## config.mk

```make
export PLATFORM = sky130hd
export DESIGN_NAME = axi_reg_slice_fifo
export DESIGN_NICKNAME = d
export VERILOG_FILES = /design/src/rtl/axi_reg_slice_fifo_pkg.sv /design/src/rtl/axi_reg_slice_fifo.sv
export SDC_FILE = /design/constraint.sdc
export NUM_CORES = 1
export LEC_CHECK = 0
export BUFFER_PORTS_ARGS = -buffer_cell sky130_fd_sc_hd__buf_4
export CAP_MARGIN = 5
export CORE_AREA = 5 5 104 106
export CTS_CLUSTER_DIAMETER = 30
export DETAILED_ROUTE_END_ITERATION = 8
export DIE_AREA = 0 0 109 111
export PLACE_DENSITY = 0.76
export SYNTH_ARGS = -nofsm -noshare
export SYNTH_HDL_FRONTEND = slang
export SYNTH_SLANG_ARGS = --single-unit
```

## constraint.sdc

```tcl
create_clock -name aclk -period 4.4 [get_ports aclk]
set_input_delay 1.32 -clock aclk [delete_from_list [all_inputs] [get_ports aclk]]
set_output_delay 1.32 -clock aclk [all_outputs]
set_load 0.1 [all_outputs]
```

## src/rtl/axi_reg_slice_fifo_pkg.sv

```systemverilog
// Shared definitions for the valid/ready register slice family: pointer wrap
// helper, level type and build-time mode constants.
package axi_rs_pkg;

  localparam int unsigned RS_MAX_DEPTH = 16;
  localparam int unsigned RS_PTR_W     = 4;
  localparam int unsigned RS_LVL_W     = 5;

  // Build-time selection between a removed stage and a buffered stage.
  localparam bit RS_PASS = 1'b1;
  localparam bit RS_BUF  = 1'b0;

  typedef logic [RS_PTR_W-1:0] rs_ptr_t;
  typedef logic [RS_LVL_W-1:0] rs_level_t;

  // Advance a circular pointer, wrapping depth-1 -> 0 (depth need not be 2^n).
  function automatic rs_ptr_t ptr_inc(input rs_ptr_t ptr, input rs_level_t depth);
    rs_ptr_t last;
    last = rs_ptr_t'(depth - 5'd1);
    if (ptr == last) begin
      return {RS_PTR_W{1'b0}};
    end else begin
      return ptr + 4'd1;
    end
  endfunction

endpackage

```

## src/rtl/axi_reg_slice_fifo.sv

```systemverilog
// Single-channel valid/ready register slice with DEPTH-entry circular storage,
// occupancy output and almost-full flag. PASS=1 removes the stage entirely.
module axi_reg_slice_fifo
  import axi_rs_pkg::*;
#(
  parameter int unsigned PLD_W  = 32,
  parameter int unsigned DEPTH  = 4,
  parameter int unsigned AF_LVL = DEPTH - 1,
  parameter bit          PASS   = RS_BUF,
  localparam int unsigned LVL_W = $clog2(DEPTH + 1)
) (
  input  logic             aclk,
  input  logic             areset,
  input  logic             valid_i,
  output logic             ready_o,
  input  logic [PLD_W-1:0] payload_i,
  output logic             valid_o,
  input  logic             ready_i,
  output logic [PLD_W-1:0] payload_o,
  output logic [LVL_W-1:0] level_o,
  output logic             afull_o
);

  localparam int unsigned PTR_W = (DEPTH > 1) ? $clog2(DEPTH) : 1;
  localparam logic [LVL_W-1:0] LVL_ONE  = {{(LVL_W-1){1'b0}}, 1'b1};
  localparam logic [LVL_W-1:0] LVL_ZERO = {LVL_W{1'b0}};
  localparam logic [LVL_W-1:0] LVL_FULL = LVL_W'(DEPTH);
  localparam logic [LVL_W-1:0] LVL_AF   = LVL_W'(AF_LVL);

  if (PASS == RS_PASS) begin : g_pass
    // Stage removed: wires only, clock and reset are intentionally unused.
    logic unused_clk_rst_s;
    assign unused_clk_rst_s = ^{aclk, areset};
    assign valid_o   = valid_i;
    assign ready_o   = ready_i;
    assign payload_o = payload_i;
    assign level_o   = LVL_ZERO;
    assign afull_o   = 1'b0;
  end else begin : g_buf
    logic [PLD_W-1:0] mem_q [DEPTH];
    logic [PTR_W-1:0] wr_ptr_q, wr_ptr_d;
    logic [PTR_W-1:0] rd_ptr_q, rd_ptr_d;
    logic [LVL_W-1:0] count_q, count_d;
    logic             valid_q, ready_q, afull_q;
    logic             push_s, pop_s;

    // Handshakes, pointer advance and next occupancy.
    always_comb begin
      push_s   = valid_i & ready_q;
      pop_s    = valid_q & ready_i;
      wr_ptr_d = wr_ptr_q;
      rd_ptr_d = rd_ptr_q;
      count_d  = count_q;
      if (push_s) begin
        wr_ptr_d = PTR_W'(ptr_inc(RS_PTR_W'(wr_ptr_q), RS_LVL_W'(DEPTH)));
      end else begin
        wr_ptr_d = wr_ptr_q;
      end
      if (pop_s) begin
        rd_ptr_d = PTR_W'(ptr_inc(RS_PTR_W'(rd_ptr_q), RS_LVL_W'(DEPTH)));
      end else begin
        rd_ptr_d = rd_ptr_q;
      end
      case ({push_s, pop_s})
        2'b10:   count_d = count_q + LVL_ONE;
        2'b01:   count_d = count_q - LVL_ONE;
        default: count_d = count_q;
      endcase
    end

    // Storage write, pointers, counter and registered handshake/status flags.
    always_ff @(posedge aclk or posedge areset) begin
      if (areset) begin
        wr_ptr_q <= {PTR_W{1'b0}};
        rd_ptr_q <= {PTR_W{1'b0}};
        count_q  <= LVL_ZERO;
        valid_q  <= 1'b0;
        ready_q  <= 1'b0;
        afull_q  <= 1'b0;
      end else begin
        if (push_s) begin
          mem_q[wr_ptr_q] <= payload_i;
        end
        wr_ptr_q <= wr_ptr_d;
        rd_ptr_q <= rd_ptr_d;
        count_q  <= count_d;
        valid_q  <= (count_d != LVL_ZERO);
        ready_q  <= (count_d != LVL_FULL);
        afull_q  <= (count_d >= LVL_AF);
      end
    end

    assign valid_o   = valid_q;
    assign ready_o   = ready_q;
    assign payload_o = mem_q[rd_ptr_q];
    assign level_o   = count_q;
    assign afull_o   = afull_q;
  end

endmodule
```

---- Word level (Yosys, flattened, before mapping) ----
Memory sizes are Yosys's and may differ from the RTL's.
Index checks and enable logic that the tools add are counted.
storage, ports and cells
  register bits after elaboration ......... 10
  memory bits (writable) .................. 128
  input port bits ......................... 36
  output and inout bits ................... 38
  word-level logic and storage cells ...... 27
  memories kept ........................... 1
memory list
  name         depth  bits a word  rd ports  clocked after Yosys merged registers in  write ports  line                      RTL
  g_buf.mem_q  4      32           1         0                                        1            axi_reg_slice_fifo.sv:40  logic [PLD_W-1:0] mem_q [DEPTH];
operators by class
  add/sub/neg operators ................... 4
  magnitude comparators ................... 1
  eq/ne operators ......................... 5
  mux-type cells .......................... 5
  bitwise gates (word level) .............. 2
  reductions and logical operators ........ 3
operator list
  cell                                                  number
  == test 2 bit (second input constant)                 3
  case mux 3 bit (2 select lines)                       1
  adder 2 x 1 -> 2 bit (second input constant)          2
  two-way mux 2 bit                                     2
  adder 3 x 1 -> 3 bit (second input constant)          1
  >= comparator 3 x 2 -> 1 bit (second input constant)  1
  != test 3 bit (second input constant)                 1
  nonzero test 3 bit                                    1
  subtractor 3 x 1 -> 3 bit (second input constant)     1
  bitwise AND 1 bit                                     2
  == test 2 x 1 -> 1 bit (second input constant)        1
  two-way mux 1 bit                                     2
  logical AND 1 bit                                     1
  logical NOT 1 bit                                     1

---- Logic depth before layout (Yosys ltp) ----
Gate-level depths: netlist (run 1).
  word-level depth ........................ 4
  gate-level depth with buffers ........... 8
  gate-level depth less buffers ........... 8

---- Worst setup path after synthesis (run 1) ----
Ideal clock, no wire load.
  path type ............................... reg-to-output
  start point ............................. register g_buf.rd_ptr_q[1]
  end point ............................... output port payload_o[2]
  arrival ................................. 1526 ps
  data required time ...................... 3080 ps
  setup slack ............................. 1554 ps
  cell stages (with the launch flop) ...... 4
  path buffers ............................ 2
  path through ............................ dfrtp_1 -> clkbuf_1 -> buf_2 -> mux4_1
between the ends
  word-level cells in the longest chain between the ends .. 1
RTL lines
  what                      line                      RTL
  from (decl)               axi_reg_slice_fifo.sv:42  logic [PTR_W-1:0] rd_ptr_q, rd_ptr_d;
  from (signal assigned)    axi_reg_slice_fifo.sv:75  rd_ptr_q <= {PTR_W{1'b0}};
  from (signal assigned)    axi_reg_slice_fifo.sv:85  rd_ptr_q <= rd_ptr_d;
  memory read (4 x 32 bit)  n/a
  to (decl)                 axi_reg_slice_fifo.sv:19  output logic [PLD_W-1:0] payload_o,
No other way between the ends.

---- Worst setup path in the final report (run 1) ----
  start point ............................. register g_buf.rd_ptr_q[0]
  end point ............................... output port payload_o[21]
Same word-level chain as after synthesis.

==> results of run 1 <==
## routing by layer
layer / track usage / up-vias
met5: 0 / -
met4: 0.0471 / 0
met3: 0.0454 / 5
met2: 0.258 / 76
met1: 0.193 / 1220
li1: - / 1087
## stage by stage
step | std cells | worst slack, ns | hold WS [ns] | util | cell area, sq um
2_1_floorplan | 220 | 1.55 | 0.527 | - | 5220
3_3_place_gp | 421 | 1.21 | 0.549 | 0.607 | 5880
3_5_place_dp | 421 | 1.19 | 0.567 | 0.607 | 5880
4_1_cts | 453 | 0.644 | 0.586 | 0.673 | 6510
5_1_grt | 453 | 0.557 | 0.613 | 0.673 | 6510
6_report | 453 | 0.720 | 0.583 | 0.673 | 6510
## cells in the final DEF (no fill, tap or decap), types with 4 or more instances in the layout
cell       synthesis  routed
and2_2             0       4
inv_1              7       7
mux4_1             4       4
buf_4              0      76
dfrtp_1           10       9
bufinv_16          0       5
edfxtp_1         128     128
nand2_1            4       4
clkbuf_16          0      16
ha_1               6       6
mux4_2            28      28
## cell type report
cell class | count | area (sq um) | share of cell area
Tap cell | 133 | 166 | 0.0255
Multi-Input combinational cell | 67 | 1020 | 0.156
Sequential cell | 138 | 4100 | 0.629
Clock buffer | 17 | 414 | 0.0636
Inverter | 7 | 26.3 | 0.00403
Clock inverter | 15 | 223 | 0.0342
Timing Repair Buffer | 76 | 571 | 0.0876
## logic make-up (layout without fill, tap and decap cells)
logic type      after synthesis  in the layout
compound gates                4              4
xor+xnor                      3              3
fa+ha+maj                     7              7
buf+inv                      15            115
flops                       138            138
mux                          35             35
simple gates                 18             18
## sequential cells by signal (all words and copies together), names as in the netlist
signal          cells
ready_o             1
afull_o             1
g_buf.mem_q       128
g_buf.rd_ptr_q      2
g_buf.wr_ptr_q      2
valid_o             1
level_o             3
## worst register-to-register path: stages (launching register included)
cell     delay (ns)
dfrtp_1        0.38
nand2_1        0.19
ha_1           0.24
inv_1          0.06
fa_1           0.38
xor2_1         0.27
xor2_1         0.11
o32a_1         0.30
## worst max-delay path by stage
stage,startpoint,endpoint
after floorplan,g_buf.rd_ptr_q[1],payload_o[2]
after global placement,g_buf.rd_ptr_q[0],payload_o[21]
after detailed placement,g_buf.rd_ptr_q[0],payload_o[21]
after CTS,g_buf.rd_ptr_q[0],payload_o[17]
after global routing,g_buf.rd_ptr_q[0],payload_o[21]
final,g_buf.rd_ptr_q[0],payload_o[21]
## Yosys cell counts (all sizes together)
cell	instances	area [sq um]
inv	7	26.3
xnor2	1	8.76
buf	7	86.3
nand2	4	15.0
or3	1	6.26
o21ai	1	5.00
mux2	2	22.5
clkbuf	1	3.75
nand3	3	15.0
fa	1	20.0
nor2	1	3.75
edfxtp	128	3840
a21o	2	15.0
nand2b	2	12.5
mux4	32	736
and2	5	31.3
o32a	1	10.0
xor2	2	17.5
mux2i	1	10.0
nor3	2	10.0
ha	6	75.1
dfrtp	10	250
==> results by group, run 1 <==
Status
  – Status: completed

Worst hold path
  – Hold depth: 1
  – Hold Path End: g_buf.wr_ptr_q[0]
  – Hold Crit Class: reg2reg
  – Hold Crit Start: g_buf.wr_ptr_q[0]

Detailed routing
  – Vias per Instance: 5.27
  – Detailed Route WL: around 8700 microns
  – WL met1: 3630 microns
  – Routed len/inst: between 15 and 20 microns
  – Detail Route Antenna Nets: 0
  – WL met2: between 4000 and 5000 microns
  – Detailed-route DRC error count: 0
  – Uppermost routed layer: met4
  – Pre-antenna DRT Iters: 4
  – Drt first-iter violations: between 100 and 150
  – DR vias: 2388
  – Met3 wire length: roughly 480 microns

Finish
  – Number of diodes: 0
  – Fraction of layout cells with a size suffix above 1: 0.447
  – Area growth from synthesis to layout: 24.7%
  – Final net count: between 300 and 400
  – Fillers: ~630

Floorplan
  – Initial Util: 0.539
  – Die Width: roughly 110 microns
  – # IOs: between 70 and 80
  – Die area: about 12000 sq um
  – Die Ht: approximately 110 microns
  – # rows: 36
  – Core area: around 9700 sq um

Setup path
  – Crit Path Category: reg2out
  – CP endpoint kind: output pin
  – Most used cell along the critical path: buf_4
  – CP top delay family: flip-flops
  – CP Buf/Inv Count: 2
  – Critical Path Source Type: flip-flop
  – R2R depth: 7
  – Cell depth of the worst setup path: 3
  – Flop2flop setup slack: 2.36 ns
  – Critical path's slowest cell: dfrtp_2
  – CP Max Fanout: 17
  – RR Endpoint: ready_o
  – Arrival time worst endpoint: around 2.4 ns
  – Largest stage delay on the critical path: just over 0.7 ns
  – R2r startpoint: ready_o
  – Crit-path cells: buf_4, mux4_2, buf_4
  – Crit path required time: roughly 3.1 ns

Flow run
  – Reported max-cap violation count: 0

Clock network
  – CTS HTree Levels: 4
  – Post-CTS setup repair buffer count: 0
  – Worst-skew pair later-pin latency: between 0.4 and 0.5 ns
  – PostCTS Resize Cnt: 0
  – CTS clock-pin slew for the worst setup and hold paths: about 0.060 ns
  – Clock buffer depth: 2
  – TritonCTS clock tree: yes
  – CTS Sinks: about 140
  – CTS Buf Count: 17
  – Root buf cell: clkbuf_8
  – Hold_buf cts: 0

STA
  – Worst rel slew slack: 0.419
  – RSZ-0062 raised after global routing: false
  – Fmax: 0.272 GHz
  – Worst slew pin tran: 0.871 ns
  – Final Max Tran Viols: 0
  – Final Setup Violations: 0
  – Clk_skew: between 0.006 and 0.007 ns
  – TNS Setup: 0 ns
  – Period utilization: 0.836
  – Tmin final: about 3.7 ns
  – Final Hold Viols: 0

Yosys
  – Synth Area in Simple Gates: 0.0180
  – Xor-xnor portion of the synthesized cell area: 0.00503
  – Post-synthesis adder-cell area fraction: 0.0182
  – Mapped Nets: ~260
  – Post-Syn Area per Cell: 23.7 sq um
  – Mux share of post-synthesis cell area: 0.147
  – Syn Inst Count: 220
  – Post-synthesis compound-gate area fraction: 0.00575
  – Seq/Total Area, Yosys: 0.784
  – Synth unique cells: 25
  – Main combinational cell family by area after synthesis: multiplexers
  – Flops & latches, synth: approximately 140
  – Synth warn: 0
  – Mapped Area: about 5200 sq um

Place
  – GPL Wtd Cong: 0.729
  – DP Wirelength: around 5300 microns
  – IO Port Bufs: 73

GRT
  – Largest net degree at the start of global routing: 33
  – Vias in the first global route: approximately 2600
  – Total track usage: 0.154
  – Initial antenna violation count: 0
  – First-pass GRT wire length: around 14000 microns
  – Global route total overflow: 0
Power of run 1 is left out: the tool's default activity adds up to more than one toggle a clock period on the data nets, which glitch-free logic cannot reach.
==> run 2: changes to the inputs <==
--- a/config.mk
+++ b/config.mk
@@ -7,11 +7,11 @@
 export LEC_CHECK = 0
 export BUFFER_PORTS_ARGS = -buffer_cell sky130_fd_sc_hd__buf_4
 export CAP_MARGIN = 5
-export CORE_AREA = 5 5 104 106
+export CORE_AREA = 5 5 108 110
 export CTS_CLUSTER_DIAMETER = 30
 export DETAILED_ROUTE_END_ITERATION = 8
-export DIE_AREA = 0 0 109 111
-export PLACE_DENSITY = 0.76
+export DIE_AREA = 0 0 113 115
+export PLACE_DENSITY = 0.73
 export SYNTH_ARGS = -nofsm -noshare
 export SYNTH_HDL_FRONTEND = slang
 export SYNTH_SLANG_ARGS = --single-unit
==> constraint.sdc (replaced) <==
create_clock -name aclk -period 3.2 [get_ports aclk]
set_input_delay 0.96 -clock aclk [delete_from_list [all_inputs] [get_ports aclk]]
set_output_delay 0.96 -clock aclk [all_outputs]
set_load 0.1 [all_outputs]
==> results by group, run 2 (same netlist as run 1, synthesis figures left out) <==
Status
  – Status: completed (unchanged)

Detailed routing
  – DR vias: 2445 (was 2388)
  – Detailed-route DRC error count: 0 (unchanged)
  – Vias per Instance: 5.22 (was 5.27)
  – Detail Route Antenna Nets: 0 (unchanged)
  – Detailed Route WL: 9110 microns (was 8710 microns)
  – Drt first-iter violations: 158 (was 102)
  – Pre-antenna DRT Iters: 4 (unchanged)
  – Routed len/inst: 19.5 microns (was 19.2 microns)

Clock network
  – CTS Sinks: 138 (unchanged)
  – Root buf cell: clkbuf_8 (unchanged)
  – CTS clock-pin slew for the worst setup and hold paths: 0.06 ns (about the same)
  – TritonCTS clock tree: yes (unchanged)
  – Hold_buf cts: 0 (unchanged)
  – Clock buffer depth: 2 (unchanged)
  – CTS Buf Count: 17 (unchanged)
  – Worst-skew pair later-pin latency: 0.51 ns (was 0.49 ns)
  – CTS HTree Levels: 4 (unchanged)

Finish
  – Max reg flops: 128 (unchanged)
  – Register with the most flip-flops: g_buf.mem_q (unchanged)
  – Fraction of layout cells with a size suffix above 1: 0.457 (was 0.447)
  – Most frequent cells in the layout: edfxtp_1, buf_4, mux4_2 (unchanged)
  – Final net count: 358 (was 350)
  – Most common cell after layout, fill and taps aside: edfxtp_1 (unchanged)
  – Number of diodes: 0 (unchanged)
  – Area growth from synthesis to layout: 26.7% (was 24.7%)
  – Design area: 6620 sq um (was 6510 sq um)

Flow run
  – Reported max-cap violation count: 0 (unchanged)

STA
  – Worst rel slew slack: 0.746 (was 0.419)
  – Period utilization: 0.926
  – Worst slew pin tran: 0.381 ns (was 0.871 ns)
  – Final Hold Viols: 0 (unchanged)
  – Tmin final: just under 3 ns
  – Final Max Tran Viols: 0 (unchanged)
  – Clk_skew: 0.00783 ns (was 0.00633 ns)
  – Fmax: 0.337 GHz
  – RSZ-0062 raised after global routing: false (unchanged)
  – Final Setup Violations: 0 (unchanged)
  – TNS Setup: 0 ns (unchanged)

Place
  – Post-place instance area: 5990 sq um (was 5880 sq um)
  – GPL Wtd Cong: 0.775 (was 0.729)
  – IO Port Bufs: 73 (unchanged)
  – DP Wirelength: 5900 microns (was 5310 microns)

Setup path
  – Critical Path Source Type: flip-flop (unchanged)
  – Arrival time worst endpoint: 2.00 ns (was 2.36 ns)
  – Crit path required time: 2.24 ns (was 3.08 ns)
  – CP Max Fanout: 7 (was 17)
  – Crit Path Category: reg2out (unchanged)
  – CP endpoint kind: output pin (unchanged)

GRT
  – Total track usage: 0.153 (was 0.154)
  – Largest net degree at the start of global routing: 29 (was 33)
  – Global route total overflow: 0 (unchanged)
  – Initial antenna violation count: 0 (unchanged)
  – Vias in the first global route: 2643 (was 2599)
  – First-pass GRT wire length: 14600 microns (was 13800 microns)

Floorplan
  – # rows: 38 (was 36)
  – Initial Util: 0.493 (was 0.539)
  – Core area: 10600 sq um (was 9680 sq um)
  – Die Ht: 115 microns (was 111 microns)
  – Die area: 13000 sq um (was 12100 sq um)
  – # IOs: 74 (unchanged)
  – Die Width: 113 microns (was 109 microns)

Worst hold path
  – Hold Crit Class: in2async (was reg2reg)
[run 2: cell count changes in the layout (fill, tap and decap cells not counted), sizes merged]
cell,before,now
inv,9,7
clkinv,5,3
bufinv,5,3
clkinvlp,3,4
buf,76,84
clkbuf,17,22
[run 2: routing by layer]
layer	track usage	routed length [microns]	up-vias
met5	0	0	-
met4	0.0601	121	0
met3	0.0563	559	12
met2	0.241	4580	76
met1	0.196	3850	1256
li1	-	-	1101
[run 2: worst max-delay path: stages (launching register included)]
cell and delay [ns]:
dfrtp_4 0.45, buf_4 0.21, mux4_1 0.58, buf_4 0.25
[run 2: worst paths after layout]
kind,start,to,slack [ns],cells past startpoint
worst max-delay path,g_buf.rd_ptr_q[0],payload_o[1],0.24,3
worst min-delay path,areset,ready_o,0.44,2
worst max register to register,ready_o,ready_o,1.20,7
worst min register to register,g_buf.wr_ptr_q[0],g_buf.wr_ptr_q[0],0.58,1
max in group asynchronous,areset,g_buf.rd_ptr_q[0],2.45,2
min in group aclk,g_buf.wr_ptr_q[0],g_buf.wr_ptr_q[0],0.58,1
[run 2: final cells by class]
type | instances | area, sq um
clock buffer | 22 | 463
tap | 140 | 175
sequential | 138 | 4100
timing repair buffer | 84 | 693
inverter | 7 | 26.3
clock inverter | 10 | 143
fill | 730 | 3990
multi-input combinational | 67 | 1020
[run 2: repair_timing]
action,CTS,global route
hold endpoints to repair,0,0
setup buffers,0,3
endpoints found under the setup margin,0,18
gates resized for setup,0,1
[run 2: per-stage QoR]
step,instances,utilization,setup WS (ns),hold WS (ns)
after floorplan,220,-,0.619,0.527
after global placement,433,0.565,0.568,0.550
after detailed placement,433,0.565,0.528,0.566
after CTS,465,0.622,0.00344,0.423
after global routing,468,0.624,0.132,0.450
final,468,0.624,0.237,0.437
Power of run 2 is left out for the same reason.
==> run 3: changes to the inputs <==
--- a/config.mk
+++ b/config.mk
@@ -7,11 +7,11 @@
 export LEC_CHECK = 0
 export BUFFER_PORTS_ARGS = -buffer_cell sky130_fd_sc_hd__buf_4
 export CAP_MARGIN = 5
-export CORE_AREA = 5 5 108 110
+export CORE_AREA = 5 5 104 106
 export CTS_CLUSTER_DIAMETER = 30
 export DETAILED_ROUTE_END_ITERATION = 8
-export DIE_AREA = 0 0 113 115
-export PLACE_DENSITY = 0.73
+export DIE_AREA = 0 0 109 111
+export PLACE_DENSITY = 0.76
 export SYNTH_ARGS = -nofsm -noshare
 export SYNTH_HDL_FRONTEND = slang
 export SYNTH_SLANG_ARGS = --single-unit
==> constraint.sdc (replaced) <==
create_clock -name aclk -period 3.4 [get_ports aclk]
set_input_delay 1.02 -clock aclk [delete_from_list [all_inputs] [get_ports aclk]]
set_output_delay 1.02 -clock aclk [all_outputs]
set_load 0.1 [all_outputs]
==> results by group, run 3 (same netlist as run 1, synthesis figures left out) <==
Place
  – DP Wirelength: 5800 microns (was 5900 microns)
  – Cell count after placement: 427 (was 433)
  – IO Port Bufs: 73 (unchanged)
  – GPL Wtd Cong: 0.741 (was 0.775)

STA
  – Final Max Tran Viols: 0 (unchanged)
  – Worst rel slew slack: 0.672 (was 0.746)
  – Final Hold Viols: 0 (unchanged)
  – Clk_skew: 0.00689 ns (was 0.00783 ns)
  – Final Setup Violations: 0 (unchanged)
  – TNS Setup: 0 ns (unchanged)
  – Period utilization: 0.920
  – Worst hold slack: 0.498 ns (was 0.437 ns)
  – Tmin final: about 3.1 ns
  – Worst slew pin tran: 0.492 ns (was 0.381 ns)
  – Fmax: around 0.32 GHz
  – RSZ-0062 raised after global routing: false (unchanged)

Detailed routing
  – Routed len/inst: 21.0 microns (was 19.5 microns)
  – Detail Route Antenna Nets: 0 (unchanged)
  – Detailed-route DRC error count: 0 (unchanged)
  – Pre-antenna DRT Iters: 4 (unchanged)
  – Vias per Instance: 5.38 (was 5.22)
  – Detailed Route WL: 9640 microns (was 9110 microns)
  – DR vias: 2469 (was 2445)
  – Drt first-iter violations: 144 (was 158)

Floorplan
  – Core area: 9680 sq um (was 10600 sq um)
  – # IOs: 74 (unchanged)
  – Initial Util: 0.539 (was 0.493)
  – # rows: 36 (was 38)
  – Die Ht: 111 microns (was 115 microns)
  – Die Width: 109 microns (was 113 microns)
  – Die area: 12100 sq um (was 13000 sq um)

Setup path
  – R2r startpoint: valid_o (was ready_o)
  – Worst Setup EP: payload_o[0] (was payload_o[1])
  – CP endpoint kind: output pin (unchanged)
  – RR Endpoint: ready_o (unchanged)
  – R2R depth: 8 (was 7)
  – Flop2flop setup slack: 1.41 ns (was 1.20 ns)
  – Arrival time worst endpoint: 2.11 ns (was 2.00 ns)
  – Crit path required time: 2.38 ns (was 2.24 ns)
  – Crit Path Category: reg2out (unchanged)
  – CP Max Fanout: 18 (was 7)
  – Crit path from: g_buf.rd_ptr_q[0] (unchanged)
  – Critical Path Source Type: flip-flop (unchanged)

Clock network
  – CTS Sinks: 138 (unchanged)
  – Root buf cell: clkbuf_8 (unchanged)
  – CTS Buf Count: 17 (unchanged)
  – Clock buffer depth: 2 (unchanged)
  – Hold_buf cts: 0 (unchanged)
  – PostCTS Resize Cnt: 0 (unchanged)
  – CTS clock-pin slew for the worst setup and hold paths: 0.06 ns (about the same)
  – Worst-skew pair later-pin latency: 0.52 ns (was 0.51 ns)
  – Post-CTS setup repair buffer count: 0 (unchanged)
  – CTS HTree Levels: 4 (unchanged)
  – TritonCTS clock tree: yes (unchanged)

Worst hold path
  – Hold Crit Class: in2async (unchanged)

Finish
  – Most common cell after layout, fill and taps aside: edfxtp_1 (unchanged)
  – Max reg flops: 128 (unchanged)
  – Final net count: 356 (was 358)
  – Post-Layout Cell Count: 459 (was 468)
  – Area growth from synthesis to layout: 27.2% (was 26.7%)
  – Layout Utilization: 0.686 (was 0.624)
  – Register with the most flip-flops: g_buf.mem_q (unchanged)
  – Most frequent cells in the layout: edfxtp_1, buf_4, mux4_2 (unchanged)
  – Fraction of layout cells with a size suffix above 1: 0.451 (was 0.457)
  – Number of diodes: 0 (unchanged)

GRT
  – Largest net degree at the start of global routing: 20 (was 29)
  – Initial antenna violation count: 0 (unchanged)
  – Total track usage: 0.174 (was 0.153)
  – Global route total overflow: 0 (unchanged)
  – Vias in the first global route: 2673 (was 2643)
  – First-pass GRT wire length: 15100 microns (was 14600 microns)

Flow run
  – Reported max-cap violation count: 0 (unchanged)

Status
  – Status: completed (unchanged)
[run 3: changes by cell type in the layout (fill, tap and decap cells not counted), sizes merged]
cell / delta
clkinvlp: -1
buf: -2
clkbuf: -5
clkinv: +1
inv: +2
bufinv: +3
[run 3: metrics by stage]
stage / instance area (sq um) / setup slack (ns)
global route: 6640 / 0.171
CTS: 6640 / 0.226
global placement: 5980 / 0.763
detailed placement: 5980 / 0.698
floorplan: 5220 / 0.819
finish: 6640 / 0.270
[run 3: final cells by class]
type,instances,area [sq um]
tap,133,166
inverter,7,26.3
clock buffer,17,414
timing repair buffer,82,678
multi-input combinational,67,1020
fill,596,3040
clock inverter,15,245
sequential,138,4100
[run 3: routing by layer]
layer  GRT usage  up-vias  share of wire
met5           0        -              0
met2       0.264       86           0.50
met1       0.238     1269           0.43
met4      0.0682        0          0.011
li1            -     1104              -
met3      0.0524       10          0.062
[run 3: worst min path at each step]
stage | slack [ns] | to | startpoint
after floorplan | 0.53 | g_buf.wr_ptr_q[0] | g_buf.wr_ptr_q[0]
after global placement | 0.57 | level_o[0] | level_o[0]
after detailed placement | 0.57 | level_o[0] | level_o[0]
after CTS | 0.48 | level_o[1] | areset
after global routing | 0.51 | level_o[1] | areset
final | 0.50 | level_o[1] | areset
[run 3: critical path, cell delays in order (launching register included)]
cell and delay, ns:
dfrtp_2 0.52, buf_12 0.23, mux4_1 0.58, buf_4 0.25
Power of run 3 is left out for the same reason.
